File: config.mk
export PLATFORM = sky130hd
export DESIGN_NAME = ula_arbiter
export DESIGN_NICKNAME = d
export VERILOG_FILES = /design/src/rtl/ula_arbiter.sv
export SDC_FILE = /design/constraint.sdc
export NUM_CORES = 1
export LEC_CHECK = 0
export ABC_AREA = 1
export CORE_MARGIN = 1
export CORE_UTILIZATION = 51
export CTS_CLUSTER_SIZE = 12
export DETAILED_ROUTE_END_ITERATION = 10
export MAX_ROUTING_LAYER = met4
export PLACE_DENSITY = 0.84
export REMOVE_ABC_BUFFERS = 1
export SLEW_MARGIN = 20
export SYNTH_ARGS = -nofsm -noshare
export SYNTH_HDL_FRONTEND = slang
export SYNTH_SLANG_ARGS = --single-unit
File: constraint.sdc
create_clock -name clk -period 12.09 [get_ports clk]
set_clock_uncertainty 0.1 [all_clocks]
set_input_delay 2.418 -clock clk [delete_from_list [all_inputs] [get_ports clk]]
set_output_delay 2.418 -clock clk [all_outputs]
set_load 0.005 [all_outputs]
File: src/rtl/ula_arbiter.sv
// ula_arbiter: two-requester round-robin sequencer for one shared ula; grant counters with ULA_ARB_STATS_EN
module ula (
  input  logic [7:0]  a,
  input  logic [7:0]  b,
  input  logic [3:0]  sel,
  output logic [15:0] result,
  output logic        zero_flag,
  output logic        sign_flag
);
  always_comb begin
    case (sel)
      4'd0:    result = {8'h00, a} + {8'h00, b};
      4'd1:    result = {8'h00, a} - {8'h00, b};
      4'd2:    result = {8'h00, a} * {8'h00, b};
      4'd3:    result = {8'h00, a & b};
      4'd4:    result = {8'h00, a | b};
      4'd5:    result = {8'h00, ~(a & b)};
      4'd6:    result = {8'h00, a ^ b};
      4'd7:    result = {8'h00, ~(a | b)};
      4'd8:    result = {15'h0000, a == b};
      4'd9:    result = {15'h0000, a >= b};
      4'd10:   result = {15'h0000, a <= b};
      default: result = 16'h0000;
    endcase
  end
  assign zero_flag = result == 16'h0000;
  assign sign_flag = result[15];
endmodule

module ula_arbiter #(
  parameter int STAT_W = 16
) (
  input  logic              clk,
  input  logic              rst,
  input  logic [1:0]        req_valid,
  output logic [1:0]        req_ready,
  input  logic [7:0]        req_a0,
  input  logic [7:0]        req_b0,
  input  logic [7:0]        req_a1,
  input  logic [7:0]        req_b1,
  input  logic [3:0]        req_op0,
  input  logic [3:0]        req_op1,
  output logic [1:0]        rsp_valid,
  input  logic [1:0]        rsp_ready,
  output logic [15:0]       rsp_result,
  output logic              rsp_zero,
  output logic              rsp_sign,
  output logic              busy
`ifdef ULA_ARB_STATS_EN
  ,
  output logic [STAT_W-1:0] grant_cnt0,
  output logic [STAT_W-1:0] grant_cnt1
`endif
);
  localparam logic [1:0] IDLE = 2'd0, EXEC = 2'd1, RESP = 2'd2;
  logic [1:0] state;
  logic prio, gnt, win, accept, hs, illegal;
  logic [7:0] a_r, b_r;
  logic [3:0] op_r;
  logic [15:0] ula_res;
  logic ula_zero, ula_sign;
  assign win = &req_valid ? prio : req_valid[1];
  // outputs are held quiet while rst is asserted so a mid-operation reset emits nothing
  assign accept = !rst && state == IDLE && |req_valid;
  assign req_ready = accept ? {win, ~win} : 2'b00;
  assign rsp_valid = (!rst && state == RESP) ? {gnt, ~gnt} : 2'b00;
  assign busy = !rst && state != IDLE;
  assign hs = state == RESP && rsp_ready[gnt];
  assign illegal = op_r > 4'd10;
  ula u_ula (
    .a(a_r),
    .b(b_r),
    .sel(op_r),
    .result(ula_res),
    .zero_flag(ula_zero),
    .sign_flag(ula_sign)
  );
  always_ff @(posedge clk) begin
    if (rst) begin
      state <= IDLE;
      prio <= 1'b0;
      gnt <= 1'b0;
      a_r <= 8'h00;
      b_r <= 8'h00;
      op_r <= 4'h0;
      rsp_result <= 16'h0000;
      rsp_zero <= 1'b0;
      rsp_sign <= 1'b0;
    end else begin
      case (state)
        IDLE: if (accept) begin
          gnt <= win;
          a_r <= win ? req_a1 : req_a0;
          b_r <= win ? req_b1 : req_b0;
          op_r <= win ? req_op1 : req_op0;
          state <= EXEC;
        end
        EXEC: begin
          rsp_result <= illegal ? 16'h0000 : ula_res;
          rsp_zero <= illegal ? 1'b1 : ula_zero;
          rsp_sign <= illegal ? 1'b0 : ula_sign;
          state <= RESP;
        end
        RESP: if (hs) begin
          prio <= ~gnt;
          state <= IDLE;
        end
        default: state <= IDLE;
      endcase
    end
  end
`ifdef ULA_ARB_STATS_EN
  always_ff @(posedge clk) begin
    if (rst) begin
      grant_cnt0 <= '0;
      grant_cnt1 <= '0;
    end else begin
      if (req_ready[0] && !(&grant_cnt0)) grant_cnt0 <= grant_cnt0 + 1'b1;
      if (req_ready[1] && !(&grant_cnt1)) grant_cnt1 <= grant_cnt1 + 1'b1;
    end
  end
`else
  localparam int STAT_W_UNUSED = STAT_W;
`endif
endmodule
* Word-level counts from Yosys, hierarchy flattened
Cells that the tools add are included.
W data, S select, Z words.
** Storage, ports and cells
- Input port bits :: 46
- Output and inout bits :: 23
- Flip-flop bits (word level) :: 42
- Logic and storage cells :: 68
** Cells by class
- Order comparisons :: 4
- $add $sub $neg :: 2
- Bitwise logic cells :: 7
- Reduce and logical (&&, ||, !) cells :: 15
- Muxes and demuxes :: 15
- Multiply operators :: 1
- Eq/ne operators :: 15
** Operator list (number)
- $pmux W16 S11 :: 1
- $eq A4 B3 Y1 const B :: 4
- $logic_not A16 Y1 :: 1
- $mul A8 B8 Y16 :: 1
- $mux W16 :: 1
- $mux W8 :: 2
- $not A8 Y8 :: 2
- $eq A4 B4 Y1 const B :: 3
- $add A8 B8 Y9 :: 1
- $sub A8 B8 Y9 :: 1
- $and A8 B8 Y8 :: 1
- $eq A4 B2 Y1 const B :: 2
- $eq A8 B8 Y1 :: 1
- $ge A8 B8 Y1 :: 1
- $le A8 B8 Y1 :: 1
- $mux W2 :: 4
- $or A8 B8 Y8 :: 1
- $reduce_and A2 Y1 :: 4
- $xor A8 B8 Y8 :: 1
- $pmux W2 S3 :: 1
- $logic_and A1 B1 Y1 :: 5
- $mux W1 :: 5
- $eq A4 B1 Y1 const B :: 1
- $gt A4 B4 Y1 const B :: 1
- other kinds (11) :: 13

* Logic depth before layout (Yosys ltp)
Gate-level depths: netlist of the first run.
- Word-level depth :: 5
- Depth in mapped cells :: 26
- Gate-level depth less buffers :: 25

* Modules after synthesis
A second synthesis of the first run with hierarchy kept.
** Unflattened totals
- Cell total of the unflattened synthesis :: 992
- Area, all modules :: 5968.2 sq um
** Modules (own cells, without submodules)
- ula :: cells each 721, times used 1, seq. area each 0.0 sq um, area an instance 4076.4 sq um
- ula_arbiter :: cells each 271, times used 1, seq. area each 840.8 sq um, area an instance 1891.8 sq um

* Worst setup path after synthesis of the first run
OpenSTA, ideal clock, no wires.
- Path kind :: in2out
- Start point :: input port req_valid[0]
- End point :: output port req_ready[0]
- Path buffers :: 1
- Stages on the path :: 5
- Slack :: 6501 ps
- Required time :: 9572 ps
- Arrival :: 3071 ps
- Cells stage by stage :: o21ai_1 -> nor2_1 -> inv_1 -> a21oi_1 -> buf_2
** On the way
- Cells in the longest elaborated chain, start to end :: 4
- Elaborated cells on any way between the ends :: 6
- Classes of those cells :: mux (2); bitwise (1); reduce/logical (3)
** RTL lines
- start, declared :: line 35 : input logic [1:0] req_valid,
- $reduce_and A2 Y1 :: line 62 : assign win = &req_valid ? prio : req_valid[1];
- $mux W1 :: line 62
- $not A1 Y1 :: line 65 : assign req_ready = accept ? {win, ~win} : 2'b00;
- $mux W2 (*) :: line 65
- end, declared :: line 36 : output logic [1:0] req_ready,
Every way passes the cells marked *; elsewhere a longest branch is shown, timed or not.

* Final worst setup path of the first run
- Start point :: input port rst
- End point :: output port req_ready[1]
** On the way
- Cells in the longest elaborated chain, start to end :: 4
** RTL lines
- start, declared :: line 34 : input logic rst,
- $logic_not A1 Y1 :: line 64 : assign accept = !rst && state == IDLE && |req_valid;
- $logic_and A1 B1 Y1 (2 in a row) :: line 64
- $mux W2 :: line 65
Every way passes these cells.

==> flow_summary.ini, run 1 <==
[synth]
ys_seq_area_share_pct = 14.5
yosys_warnings = 0
synth_cells = 923
ys_types = 33
synth_area_mm2 = 0.00564
synth_area_per_cell_um2 = 6.11
ys_ff_latch = 41

[clock_network]
root_buffer = clkbuf_8
cts_made_buffers = 5
htree_levels = 2
cts_tree = done
cts_resized = 0
cts_buffer_depth = 2
cts_sinks = 41
post_cts_buffers = 0
postCtsHoldBufs = 0
cts.reportedPaths.clkPinSlew_ns = 0.08
clk_latency_ns = 0.30

[sta]
hold-worst-slack_ns = 0.388
max_freq_ghz = 0.141
worst_slew_pin_slew_ns = 0.669
rsz0062_at_grt = false
min_period_ns = 7.11
final-hold-violation-count = 0
post-route-period-util_pct = 58.8
drv_slew = 0
fin_setup_tns_ns = 0
setup_slack_ns = 4.98
relSlewSlack_pct = 55.4
setup_viol = 0

[routing]
num_vias = 5597
wl_met1_um = 6390
routedWlPerCell_um = 12.4
wl_met2_um = 6230
drt_iter0_markers = 359
final_antenna_net_count = 0
drtPass1Iterations = 5
wl_um = 13800
drcViolationCount = 0
via_per_inst = 5.06
highest_layer = met4
wl_met3_um = 890

[global_routing]
grt_use_total_pct = 26.2
grt_pass1_wl_um = 23600
antenna_found_initial = 0
grt_pass1_vias = 5158
grt_max_degree = 39
grt.overflow.total = 0

[critical_path]
critPathBufInv = 5
end_kind = output port
slowest_stage = inv_1
crit_required_ns = 9.57
crit_path_start = rst
path_class = primary input to output port
critPathMaxStageDelay_ns = 0.46
r2r-start = a_r[4]$_SDFFE_PP0P_
crit_path_cell_trace = clkdlybuf4s50_1 -> buf_4 -> nor2_1 -> inv_1 -> nor2_1 -> buf_4 -> clkdlybuf4s50_1
crit_arrival_ns = 4.59
crit_path_start_kind = primary input
crit_family = buffers and inverters
crit_fanout = 38

[floorplanning]
core_area_mm2 = 0.0108
die_area_mm2 = 0.0115
core.rowCount = 38
die_y_um = 107
boundaryPins = 69
fp.dieW_um = 107
initial_core_util_pct = 52.3

[pwr]
worst_ir_drop_vdd_mv = 0.0550
p_per_area_mw_per_mm2 = 72.8
p_int_uw = 302
pwr-share-comb_pct = 36.5
p_leak_uw = 0.00367
p_sw_uw = 171
swShare_pct = 36.2
pwr-share-clk_pct = 28.2
p_seq_share_pct = 35.3

[final_layout]
layout-drive-gt1-share_pct = 2.90
multi_input_area_mm2 = 0.00393
final_cell_area_mm2 = 0.00650
nFillCells = 1000
seqCellArea_um2 = 821
antenna_cells = 0
syn2layout_area_growth_pct = 15.1
num-nets-final = 1110

[hold_path]
min_from = rsp_result[8]$_SDFFE_PP0N_
hold_class = flip-flop to flip-flop

[place]
dp_hpwl_um = 11000
gp_congestion = 0.939
placedInstanceArea_mm2 = 0.00636
pre_cts_ws_ns = 5.01
port_buffers = 68

[status]
outcome = complete, no violations

[job]
drv_cap = 0
[tightest hold or removal path: cells and delay by family, from the launching register on]
family / cells / cell delay, ns
and+or+nand+nor: 1 / 0.06
DFF: 1 / 0.32
AOI/OAI and AO/OA: 1 / 0.06
[power by group through the flow]
| stage | logic, uW | registers (uW) | clock network (uW) |
|---|---|---|---|
| floorplan | 111 | 163 | 0 |
| global placement | 168 | 169 | 0 |
| detailed placement | 170 | 170 | 0 |
| CTS | 172 | 167 | 134 |
| global route | 198 | 169 | 141 |
| finish | 173 | 167 | 133 |
[path summary, 6_finish.rpt]
check | end | slack, ns | depth (start not counted)
worst max-delay path | req_ready[1] | 4.98 | 7
worst min register to register | rsp_result[8]$_SDFFE_PP0N_ | 0.39 | 2
worst max register to register | rsp_zero$_SDFFE_PP0N_ | 7.12 | 22
worst min-delay path | rsp_result[8]$_SDFFE_PP0N_ | 0.39 | 2
[cell type report]
class                   instances  share of cell area, %
well taps                     140                   2.70
repair buffers                 71                   10.8
inverters                     195                   11.3
flip-flops and latches         41                   12.6
multi-input cells             652                   60.5
clock inverters                 3                   1.00
clock buffers                   5                   1.06
[cell families after synthesis]
| kind of cell | share of synthesized area, % |
|---|---|
| mux | 0.177 |
| xor+xnor | 0.155 |
| compound gates | 7.76 |
| buf+inv | 15.8 |
| fa+ha+maj | 26.8 |
| simple gates | 34.8 |
| flops | 14.5 |
[cells in the mapped netlist]
master,instances,area (um^2)
a211oi_1,1,7.51
a21boi_0,1,7.51
a21oi_1,18,90.1
a21oi_2,2,17.5
a31oi_1,21,131
buf_1,2,7.51
buf_2,7,35.0
buf_4,3,22.5
buf_6,1,11.3
clkbuf_1,22,82.6
clkinv_1,1,3.75
dfxtp_1,41,821
fa_1,38,761
ha_1,60,751
inv_1,191,717
inv_2,3,11.3
mux2i_1,1,10.0
nand2_1,295,1110
nand2_4,2,22.5
nand3_1,56,280
nand3b_1,4,30.0
nand4_1,13,81.3
nor2_1,92,345
nor2_2,5,31.3
nor3_1,6,30.0
nor3_2,1,10.0
o2111ai_4,1,26.3
o211ai_1,3,22.5
o21ai_0,23,115
o21ai_1,4,20.0
or2_1,1,6.26
or2_2,3,18.8
xor2_1,1,8.76
[cell usage in the layout, fill, tap and decap left out, types with 5 or more instances in the layout]
| cell | Yosys | final |
|---|---|---|
| dfxtp_1 | 41 | 41 |
| a21oi_1 | 18 | 18 |
| inv_1 | 191 | 191 |
| nand2_1 | 295 | 295 |
| nand4_1 | 13 | 13 |
| nor3_1 | 6 | 6 |
| fa_1 | 38 | 38 |
| nor2_2 | 5 | 5 |
| ha_1 | 60 | 60 |
| o21ai_0 | 23 | 23 |
| clkdlybuf4s50_1 | 0 | 68 |
| nand3_1 | 56 | 56 |
| a31oi_1 | 21 | 21 |
| nor2_1 | 92 | 92 |
| clkbuf_8 | 0 | 5 |
[flip-flops by register name, indices dropped and copies added (netlist names)]
name and flops:
a_r 8, rsp_result 16, rsp_zero 1, gnt 1
state 2, prio 1, op_r 4, b_r 8
[metrics by stage]
step	util (%)	power, uW	cells
6_report	60.2	473	1107
2_1_floorplan	-	274	888
4_1_cts	60.2	472	1107
3_5_place_dp	58.9	340	1099
5_1_grt	60.2	507	1107
3_3_place_gp	58.9	337	1099
[layer usage]
| metal | GRT usage [%] | up-vias |
|---|---|---|
| li1 | - | 2881 |
| met1 | 35.0 | 2490 |
| met2 | 41.8 | 198 |
| met3 | 3.83 | 28 |
| met4 | 6.26 | 0 |
| met5 | - | - |
No activity file was read; power rests on OpenSTA's default activity.
==> run 2, diff against run 1 <==
Clock period 12.09 ns to 6.9 ns, I/O delays scaled along.
==> run 2 against run 1 <==
  * Flip-flop and latch count is the same
  * Critical path depth unchanged
  * Critical path type unchanged
  * Design area rose by 0.12%
  * Hold slack got worse by 0.014 ns
  * Total power increased by 76%
  * Final cell count barely moved
  * Sequential share of layout area barely moved
  * Largest power group unchanged
  * Die area unchanged
==> flow_summary.ini, run 2 (synthesized netlist as in run 1, its figures left out) <==
[final_layout]
seqCellArea_um2 = 821
fin_util_pct = 60.3
layout_commonest_cell = nand2_1
antenna_cells = 0
num-nets-final = 1111
layout-drive-gt1-share_pct = 3.00
layout_common_cells = nand2_1, inv_1, nor2_1
multi_input_area_mm2 = 0.00393
biggestRegsByFlops = rsp_result (16), a_r (8), b_r (8)
max_flop_register = rsp_result
fin_cells = 1108
nFillCells = 1040
largest_reg_flops = 16
syn2layout_area_growth_pct = 15.3

[job]
drv_cap = 0

[clock_network]
post_cts_buffers = 0
cts.reportedPaths.clkPinSlew_ns = 0.08
postCtsHoldBufs = 0
cts_tree = done
cts_sinks = 41
cts_buffer_depth = 2
root_buffer = clkbuf_8
cts_resized = 0
cts_made_buffers = 5
htree_levels = 2
clk_latency_ns = 0.30

[global_routing]
grt_max_degree = 39
antenna_found_initial = 0
grt_pass1_wl_um = 23900
grt_pass1_vias = 5141
grt.overflow.total = 0
grt_use_total_pct = 26.6

[place]
dp_hpwl_um = 11300
gp_congestion = 0.922
port_buffers = 68
place_inst = 1100

[status]
outcome = complete, no violations

[critical_path]
crit_arrival_ns = 3.57
critPathMaxStageDelay_ns = 0.46
crit_fanout = 38
crit_path_cell_trace = clkdlybuf4s50_1 -> buf_4 -> nor2_1 -> inv_1 -> a21oi_1 -> buf_4 -> clkdlybuf4s50_1
path_class = primary input to output port
critPathBufInv = 5
crit_path_start_kind = primary input
crit_required_ns = 5.42
slowest_stage = clkdlybuf4s50_1
crit_family = buffers and inverters
end_kind = output port

[floorplanning]
die_area_mm2 = 0.0115
fp.dieW_um = 107
core_area_mm2 = 0.0108
core.rowCount = 38
die_y_um = 107
boundaryPins = 69
initial_core_util_pct = 52.3

[routing]
drcViolationCount = 0
final_antenna_net_count = 0
routedWlPerCell_um = 12.6
drt_iter0_markers = 317
drtPass1Iterations = 5
wl_um = 14000
num_vias = 5598
via_per_inst = 5.05

[sta]
worst_slew_pin_slew_ns = 0.614
drv_slew = 0
max_freq_ghz = 0.198
final-hold-violation-count = 0
rsz0062_at_grt = false
setup_viol = 0
hold-worst-slack_ns = 0.374
min_period_ns = 5.05
post-route-period-util_pct = 73.2
fin_setup_tns_ns = 0
relSlewSlack_pct = 59.0

[pwr]
p_leak_uw = 0.00368
p_per_area_mw_per_mm2 = 128
worst_ir_drop_vdd_mv = 0.0821
p_total_uw = 832

[hold_path]
hold_class = flip-flop to flip-flop
==> run 2: cell count changes in the layout (fill, tap and decap cells not counted), sizes merged <==
cell,change
buf,+1
==> run 2: path summary, 6_finish.rpt <==
| kind | from | end | slack [ns] | cells past startpoint |
|---|---|---|---|---|
| max | rst | req_ready[0] | 1.85 | 7 |
| min | rsp_result[8]$_SDFFE_PP0N_ | rsp_result[8]$_SDFFE_PP0N_ | 0.37 | 2 |
| max reg2reg | a_r[1]$_SDFFE_PP0P_ | rsp_zero$_SDFFE_PP0N_ | 1.97 | 23 |
| min reg2reg | rsp_result[8]$_SDFFE_PP0N_ | rsp_result[8]$_SDFFE_PP0N_ | 0.37 | 2 |
==> run 2: tightest hold or removal path, stage by stage, from the launching register on <==
cell and delay [ns]:
dfxtp_1 0.32, nand2_1 0.06, a21oi_1 0.05
==> run 2: through the flow <==
step / instance area [um^2] / setup WS (ns)
3_5_place_dp: 6370 / 1.87
3_3_place_gp: 6370 / 1.89
4_1_cts: 6500 / 1.86
5_1_grt: 6500 / 1.65
2_1_floorplan: 5480 / 2.64
6_report: 6500 / 1.85
==> run 2: area by class of cell <==
class / instances / area share [%]
clock buffers: 5 / 1.06
clock inverters: 3 / 1.00
inverters: 195 / 11.3
multi-input cells: 652 / 60.4
flip-flops and latches: 41 / 12.6
well taps: 140 / 2.69
repair buffers: 72 / 10.9
==> run 2: power by group <==
part / switching [uW] / leakage [uW] / internal [uW]
Sequential: 34.4 / 0.000336 / 257
Combinational: 177 / 0.00327 / 129
Clock: 90.6 / 0.0000681 / 144
==> run 2: routing by layer <==
layer	global-route usage [%]	wire, um	share of wire [%]
met3	3.59	934	6.7
met4	4.40	140	1.0
met5	-	0	0
met2	42.9	6420	46
met1	36.1	6480	46
==> run 3, diff against run 2 <==
Clock period 6.9 ns to 5 ns, I/O delays scaled along.
==> run 3 against run 2 <==
  * Flip-flop and latch count is the same
  * Non-clock buffer count grew 3
  * Global-route usage grew 0.46 points
  * Design area shrank 0.38%
  * Hold slack gained 0.032 ns
  * Critical path type is now flip-flop to flip-flop
  * Largest cell class unchanged
  * Largest power group unchanged
==> flow_summary.ini, run 3 (synthesized netlist as in run 1, its figures left out) <==
[routing]
drcViolationCount = 0
drt_iter0_markers = 328
wl_um = 14300
routedWlPerCell_um = 12.9
num_vias = 5588
final_antenna_net_count = 0
drtPass1Iterations = 5
via_per_inst = 5.03

[critical_path]
crit_path_cell_trace = ha_2 -> fa_1 -> fa_1 -> fa_1 -> inv_1 -> fa_1 -> inv_1 -> ha_1 -> nand2_1 -> nor2_1 -> nand3_1 -> nand3_1 -> nand2_1 -> nand3_1 -> nand2_1 -> nor2_1 -> nand2_1 -> nor2_1 -> nand2_1 -> a21oi_2
r2r-start = b_r[4]$_SDFFE_PP0P_
crit_family = adder cells
crit_path_start_kind = flip-flop
crit_required_ns = 5.14
path_class = flip-flop to flip-flop
end_kind = flip-flop
slowest_stage = dfxtp_1
crit_fanout = 10
crit_path_start = b_r[4]$_SDFFE_PP0P_
critPathBufInv = 2
cpMostUsedCell = nand2_1
crit_arrival_ns = 4.74
critPathMaxStageDelay_ns = 0.56

[clock_network]
postCtsHoldBufs = 0
cts_made_buffers = 5
cts_tree = done
post_cts_buffers = 0
htree_levels = 2
cts_buffer_depth = 2
cts.reportedPaths.clkPinSlew_ns = 0.09
clk_latency_ns = 0.31
cts_resized = 0
cts_sinks = 41
root_buffer = clkbuf_8

[job]
drv_cap = 0

[global_routing]
antenna_found_initial = 0
grt.overflow.total = 0
grt_max_degree = 38
grt_use_total_pct = 27.1
grt_pass1_vias = 5161
grt_pass1_wl_um = 24100

[pwr]
p_per_area_mw_per_mm2 = 162
worst_ir_drop_vdd_mv = 0.116
p_leak_uw = 0.00367

[sta]
final-hold-violation-count = 0
setup_slack_ns = 0.402
rsz0062_at_grt = false
setup_viol = 0
fin_setup_tns_ns = 0
min_period_ns = 4.60
post-route-period-util_pct = 92.0
relSlewSlack_pct = 60.7
drv_slew = 0
worst_slew_pin_slew_ns = 0.589
max_freq_ghz = 0.217

[place]
pre_cts_ws_ns = 0.282
dp_hpwl_um = 11700
gp_congestion = 0.963
placedInstanceArea_mm2 = 0.00639
port_buffers = 68

[final_layout]
layout-drive-gt1-share_pct = 3.40
num-nets-final = 1114
antenna_cells = 0
fin_util_pct = 60.0
syn2layout_area_growth_pct = 14.8
layout_common_cells = nand2_1, inv_1, nor2_1
max_flop_register = rsp_result
final_cell_area_mm2 = 0.00648
largest_reg_flops = 16
biggestRegsByFlops = rsp_result (16), a_r (8), b_r (8)
layout_commonest_cell = nand2_1

[floorplanning]
die_area_mm2 = 0.0115
initial_core_util_pct = 52.3
core_area_mm2 = 0.0108
die_y_um = 107
fp.dieW_um = 107
boundaryPins = 69
core.rowCount = 38

[status]
outcome = complete, no violations

[hold_path]
min_from = rsp_result[1]$_SDFFE_PP0N_
hold_class = flip-flop to flip-flop
## run 3: cell count changes in the layout (fill, tap and decap cells not counted), sizes merged
cell    before  now
clkinv       2    3
bufinv       2    0
clkbuf       5    6
buf          4    7
## run 3: metrics by stage
step | total power (uW) | std cells | hold WS [ns]
6_report | 1050 | 1111 | 0.406
4_1_cts | 1050 | 1111 | 0.411
2_1_floorplan | 664 | 888 | 0.356
3_3_place_gp | 822 | 1103 | 0.357
3_5_place_dp | 827 | 1103 | 0.384
5_1_grt | 1130 | 1111 | 0.425
## run 3: path summary, 6_finish.rpt
path	end	slack, ns	cells past startpoint
min	rsp_result[1]$_SDFFE_PP0N_	0.41	2
min reg2reg	rsp_result[1]$_SDFFE_PP0N_	0.41	2
max reg2reg	rsp_zero$_SDFFE_PP0N_	0.40	20
max	rsp_zero$_SDFFE_PP0N_	0.40	20
## run 3: worst register-to-register path: cells and delay by family, from the launching register on
kind	cells	cell delay, ns
simple gates	11	0.98
buf+inv	2	0.09
flops	1	0.56
compound gates	1	0.11
fa+ha+maj	6	2.69
## run 3: area by class of cell
type                            count  area, um^2
Sequential cell                    41         822
Tap cell                          140         175
Clock buffer                        6        72.6
Fill cell                        1042        4310
Clock inverter                      2        10.0
Timing Repair Buffer               75         733
Inverter                          195         732
Multi-Input combinational cell    652        3930
## run 3: metal layers
layer	track usage [%]	part of all wire (%)	vias to the layer above	wire [um]
met5	-	0	-	0
met4	6.16	1.3	0	184
met3	4.68	7.0	16	1000
met2	42.9	46	190	6530
met1	36.1	46	2492	6600
li1	-	-	2890	-
## run 3: where the power goes
| part | internal [uW] | total [uW] | switching (uW) |
|---|---|---|---|
| registers | 355 | 397 | 41.6 |
| clock network | 97.0 | 223 | 126 |
| logic | 179 | 430 | 250 |
